### config.mk
export PLATFORM = sky130hd
export DESIGN_NAME = eth_frame_source
export DESIGN_NICKNAME = d
export VERILOG_FILES = /design/src/rtl/eth_frame_source.sv
export SDC_FILE = /design/constraint.sdc
export NUM_CORES = 1
export LEC_CHECK = 0
export CAP_MARGIN = 20
export CORE_MARGIN = 1
export CORE_UTILIZATION = 45
export CTS_CLUSTER_DIAMETER = 200
export DETAILED_ROUTE_END_ITERATION = 7
export PLACE_DENSITY_LB_ADDON = 0.15
export SYNTH_ARGS = -nofsm -noshare
export SYNTH_HDL_FRONTEND = slang
export SYNTH_SLANG_ARGS = --single-unit
### constraint.sdc
create_clock -name clk -period 17.15 [get_ports clk]
set_clock_uncertainty 0.1 [all_clocks]
set_input_delay 1.715 -clock clk [delete_from_list [all_inputs] [get_ports clk]]
set_output_delay 1.715 -clock clk [all_outputs]
set_load 0.02 [all_outputs]
### src/rtl/eth_frame_source.sv
// Replays a preloaded payload buffer as one Ethernet header followed by an
// AXI-stream payload, with backpressure, byte-accurate last-beat tkeep and abort.
module eth_frame_source #(
    parameter int DATA_WIDTH = 64,
    parameter int KEEP_WIDTH = DATA_WIDTH / 8,
    parameter int DEPTH      = 16,
    parameter int ADDR_WIDTH = $clog2(DEPTH)
) (
    input  logic                  clk,
    input  logic                  rst,

    input  logic                  wr_en,
    input  logic [ADDR_WIDTH-1:0] wr_addr,
    input  logic [DATA_WIDTH-1:0] wr_data,

    input  logic                  start,
    input  logic [47:0]           dest_mac,
    input  logic [47:0]           src_mac,
    input  logic [15:0]           eth_type,
    input  logic [15:0]           byte_len,
    input  logic                  abort,

    output logic                  m_eth_hdr_valid,
    input  logic                  m_eth_hdr_ready,
    output logic [47:0]           m_eth_dest_mac,
    output logic [47:0]           m_eth_src_mac,
    output logic [15:0]           m_eth_type,
    output logic [DATA_WIDTH-1:0] m_eth_payload_axis_tdata,
    output logic [KEEP_WIDTH-1:0] m_eth_payload_axis_tkeep,
    output logic                  m_eth_payload_axis_tvalid,
    input  logic                  m_eth_payload_axis_tready,
    output logic                  m_eth_payload_axis_tlast,
    output logic                  m_eth_payload_axis_tuser,

    output logic                  busy,
    output logic                  done,
    output logic                  error_len
);

    localparam int unsigned MAX_LEN = DEPTH * KEEP_WIDTH;

    typedef enum logic [1:0] {
        IDLE    = 2'd0,
        HDR     = 2'd1,
        PAYLOAD = 2'd2
    } state_t;

    state_t state, state_next;

    logic [DATA_WIDTH-1:0] mem [DEPTH];

    logic [ADDR_WIDTH-1:0] rd_ptr;
    logic [ADDR_WIDTH-1:0] last_ptr;
    logic [KEEP_WIDTH-1:0] last_keep;
    logic                  abort_pend;
    logic [47:0]           dest_r;
    logic [47:0]           src_r;
    logic [15:0]           type_r;

    logic                  len_ok;
    logic [15:0]           len_m1;
    logic [15:0]           len_rem;
    logic [ADDR_WIDTH-1:0] last_ptr_calc;
    logic                  is_last;
    logic                  pay_hs;
    logic                  frame_end;
    logic                  launch;

    // Byte enables for a final beat holding rem bytes (rem == 0 means a full beat).
    function automatic logic [KEEP_WIDTH-1:0] keep_from_rem(input logic [15:0] rem);
        logic [KEEP_WIDTH-1:0] k;
        for (int i = 0; i < KEEP_WIDTH; i++) begin
            k[i] = (rem == 16'd0) || (16'(i) < rem);
        end
        return k;
    endfunction

    assign len_ok        = (byte_len != 16'd0) && ({16'd0, byte_len} <= MAX_LEN);
    assign len_m1        = byte_len - 16'd1;
    assign len_rem       = byte_len % 16'(KEEP_WIDTH);
    assign last_ptr_calc = ADDR_WIDTH'(len_m1 / 16'(KEEP_WIDTH));
    assign launch        = (state == IDLE) && start && len_ok;

    assign is_last   = (rd_ptr == last_ptr);
    assign pay_hs    = (state == PAYLOAD) && m_eth_payload_axis_tready;
    // An abort flagged earlier turns whatever beat is presented into the final one.
    assign frame_end = pay_hs && (is_last || abort_pend);

    always_ff @(posedge clk or posedge rst) begin
        if (rst) begin
            state <= IDLE;
        end else begin
            state <= state_next;
        end
    end

    always_comb begin
        state_next = state;
        case (state)
            IDLE:    if (launch)          state_next = HDR;
            HDR:     if (m_eth_hdr_ready) state_next = PAYLOAD;
            PAYLOAD: if (frame_end)       state_next = IDLE;
            default:                      state_next = IDLE;
        endcase
    end

    always_comb begin
        busy                      = (state != IDLE);
        m_eth_hdr_valid           = (state == HDR);
        m_eth_dest_mac            = dest_r;
        m_eth_src_mac             = src_r;
        m_eth_type                = type_r;
        m_eth_payload_axis_tvalid = 1'b0;
        m_eth_payload_axis_tdata  = '0;
        m_eth_payload_axis_tkeep  = '0;
        m_eth_payload_axis_tlast  = 1'b0;
        m_eth_payload_axis_tuser  = 1'b0;
        if (state == PAYLOAD) begin
            m_eth_payload_axis_tvalid = 1'b1;
            m_eth_payload_axis_tdata  = mem[rd_ptr];
            m_eth_payload_axis_tkeep  = is_last ? last_keep : '1;
            m_eth_payload_axis_tlast  = is_last || abort_pend;
            m_eth_payload_axis_tuser  = abort_pend;
        end
    end

    always_ff @(posedge clk or posedge rst) begin
        if (rst) begin
            rd_ptr     <= '0;
            last_ptr   <= '0;
            last_keep  <= '0;
            abort_pend <= 1'b0;
            dest_r     <= '0;
            src_r      <= '0;
            type_r     <= '0;
            done       <= 1'b0;
            error_len  <= 1'b0;
        end else begin
            done      <= frame_end;
            error_len <= (state == IDLE) && start && !len_ok;

            if (launch) begin
                dest_r     <= dest_mac;
                src_r      <= src_mac;
                type_r     <= eth_type;
                last_ptr   <= last_ptr_calc;
                last_keep  <= keep_from_rem(len_rem);
                rd_ptr     <= '0;
                abort_pend <= 1'b0;
            end

            if (state == PAYLOAD) begin
                if (pay_hs) begin
                    rd_ptr <= rd_ptr + ADDR_WIDTH'(1);
                end
                // Abort on the true last beat's handshake ends the frame normally.
                if (frame_end) begin
                    abort_pend <= 1'b0;
                end else if (abort && !(pay_hs && is_last)) begin
                    abort_pend <= 1'b1;
                end
            end
        end
    end

    // Buffer is not reset; it is writable only while no frame is in flight.
    always_ff @(posedge clk) begin
        if (wr_en && (state == IDLE)) begin
            mem[wr_addr] <= wr_data;
        end
    end

endmodule

==> impl_metrics.env <==
export IMPL_finalSetupTns_ns=0
export IMPL_cap_violations=0
export IMPL_drive_gt1_share_pct=19.95
export IMPL_numCtsBuffers=117
export IMPL_finalSetupViolCount=0
export IMPL_vias=21800
export IMPL_num_io_pins=394
export IMPL_routedWlPerCell_um=27.78
export IMPL_holdWs_ns=0.3714
export IMPL_outcome="finished with violations"
export IMPL_slew_headroom_pct=22.26
export IMPL_initial_core_util_pct=45.57
export IMPL_place_gp_congestion=0.7433
export IMPL_ff2ff_setup_slack_ns=13.23
export IMPL_seq_area_frac_synth_pct=77.10
export IMPL_critPathCaptureType="output pin"
export IMPL_fmax_mhz=133.0
export IMPL_die_area_um2=99470
export IMPL_cp_max_fo=118
export IMPL_clk_latency_ns=0.70
export IMPL_hold_start="last_keep[0]"
export IMPL_crit_required_ns=15.33
export IMPL_dr_pass1_iters=8
export IMPL_nets=2683
export IMPL_grt_pass1_wl_um=155200
export IMPL_synth_seq_cells=1157
export IMPL_worst_setup_path_type="reg2out"
export IMPL_io_buffers=393
export IMPL_finalCritPeriodShare_pct=43.83
export IMPL_clockBufferDepth=3
export IMPL_fp_dieH_um=315.4
export IMPL_routed_via_density=5.650
export IMPL_ys_warnings_count=0
export IMPL_p_per_area_nw_per_um2=108.9
export IMPL_tightest_slew_ns=1.166
export IMPL_antenna_found_initial=11
export IMPL_rows=114
export IMPL_hpwlAfterDp_um=56880
export IMPL_htreeDepth=3
export IMPL_core_area_um2=96990
export IMPL_syn_area_um2=44200
export IMPL_synth_cell_type_count=47
export IMPL_syn_avg_cell_area_um2=21.80
export IMPL_grt_max_degree=144
export IMPL_power_total_w=0.005835
export IMPL_ctsHoldBuffers=0
export IMPL_period_needed_ns=7.517
export IMPL_cts_setup_buffers=0
export IMPL_area_growth_pct=21.19
export IMPL_drc_errors=56
export IMPL_grt_usage_pct=21.62
export IMPL_die_w_um=315.4
export IMPL_r2r_start="state[0]"
export IMPL_cts_sinks=1157
export IMPL_ctsResizeCount=0
export IMPL_synth_edf_count=1024
export IMPL_path_clk_slew_ns=0.06
export IMPL_arrival_ns=5.70
export IMPL_min_to="last_keep[0]"
export IMPL_synthArstFlopShare_pct=11.50
export IMPL_rsz0062_at_grt="false"
export IMPL_fillers=7296
export IMPL_power_leakage_nw=17.40
export IMPL_layout_common_cells="edfxtp_1 (1024), clkdlybuf4s50_1 (393), mux4_2 (230), mux2i_1 (130), dfrtp_1 (130)"
export IMPL_holdPathStages=1
export IMPL_cp_start_kind="flip-flop"
export IMPL_grt_ovfl_total=0
export IMPL_yosys_most_used_dff="edfxtp_1"
export IMPL_drt_total_wl_um=107200
export IMPL_r2r_cells=4
export IMPL_syn_num_nets=2231
export IMPL_slew_violations=0
export IMPL_hold_class="reg2reg"
export IMPL_syn_inst=2027
export IMPL_hold_violations=0
export IMPL_drtAntennaViolNets=0
export IMPL_initialDrtViolationCount=1786
export IMPL_violations="DRC"
export IMPL_irDropWorstVdd_v=0.00007605
export IMPL_grt_pass1_vias=23070
export IMPL_final_common_cell="edfxtp_1"
export IMPL_clockRootBuffer="clkbuf_16"
export IMPL_reg2reg_to="mem[10][40]"
export IMPL_cts_tree="yes"
[cell usage after synthesis, drive strengths merged (6+ instances only)]
cell type	count	area, um2
a221o	12	120.1
a22o	13	113.9
a22oi	12	90.09
a32oi	14	122.6
and3	12	75.07
buf	56	325.3
clkbuf	54	202.7
dfrtp	133	3328
edfxtp	1024	30750
inv	6	22.52
mux2	121	1363
mux2i	130	1301
mux4	230	5180
nand2	54	202.7
nand4	17	106.4
nor2	22	82.58
nor3	7	35.03
o211ai	14	105.1
o21a	9	67.56
o22ai	38	237.7
xnor2	6	52.55
[layer usage]
layer  up-vias  global-route usage (%)  part of all wire (%)
li1       9357                       -                     -
met1     11520                   27.40                    40
met2       737                   37.98                    51
met3       166                   4.040                   6.6
met4        16                   6.137                   2.2
met5         -                       0                  0.10
[per-stage QoR]
| step | cell area, um2 | std cells | utilization [%] | setup WS [ns] |
|---|---|---|---|---|
| 2_1_floorplan | 44200 | 2027 | - | 9.984 |
| 3_3_place_gp | 49730 | 3635 | 51.28 | 10.27 |
| 3_5_place_dp | 49730 | 3635 | 51.28 | 10.23 |
| 4_1_cts | 53530 | 3856 | 55.19 | 9.427 |
| 5_1_grt | 53560 | 3858 | 55.22 | 9.165 |
| 6_report | 53560 | 3858 | 55.22 | 9.633 |
[logic make-up after synthesis]
family          after synthesis  synth area share (%)
flops                      1157                 77.10
buf+inv                     116                 1.246
mux                         481                 17.75
simple gates                139                 1.565
fa+ha+maj                     1               0.02830
xor+xnor                     10                0.1982
compound gates              123                 2.112
[worst max path at each step]
stage,startpoint,endpoint,slack [ns],cells after the start
final,rd_ptr[0],m_eth_payload_axis_tdata[34],9.63,7
after global routing,rd_ptr[0],m_eth_payload_axis_tdata[28],9.17,7
after CTS,rd_ptr[0],m_eth_payload_axis_tdata[34],9.43,7
after detailed placement,rd_ptr[0],m_eth_payload_axis_tdata[34],10.23,7
after global placement,rd_ptr[0],m_eth_payload_axis_tdata[34],10.27,7
after floorplan,wr_addr[1],mem[0][0],9.98,2
[power breakdown]
part	switching, W	internal (W)
Clock	0.00105	0.00142
Sequential	0.0000124	0.00311
Combinational	0.000125	0.000114
Total	0.00119	0.00464
[sequential cells by signal (all words and copies together), names as in the netlist]
signal and flops:
m_eth_dest_mac 48, last_ptr 4, done 1, mem 1024, rd_ptr 4, abort_pend 1, m_eth_src_mac 48, last_keep 8
state 2, m_eth_type 16, error_len 1
[layout make-up]
| class | count | area [um2] | share of cell area [%] |
|---|---|---|---|
| antenna | 1 | 2.502 | 0.004672 |
| inverter | 6 | 27.53 | 0.05139 |
| tap | 1276 | 1597 | 2.981 |
| multi-input combinational | 754 | 9694 | 18.10 |
| sequential | 1157 | 34090 | 63.64 |
| clock buffer | 159 | 3293 | 6.148 |
| clock inverter | 62 | 505.5 | 0.9437 |
| timing repair buffer | 443 | 4354 | 8.129 |
[worst max-delay path, stage by stage, from the launching register on]
cell             delay, ns
dfrtp_4               0.81
buf_4                 0.66
buf_4                 0.90
buf_12                0.72
mux4_2                0.61
mux2i_1               0.17
o22ai_1               0.19
clkdlybuf4s50_1       0.64
Power figures use the tool's default switching activity.
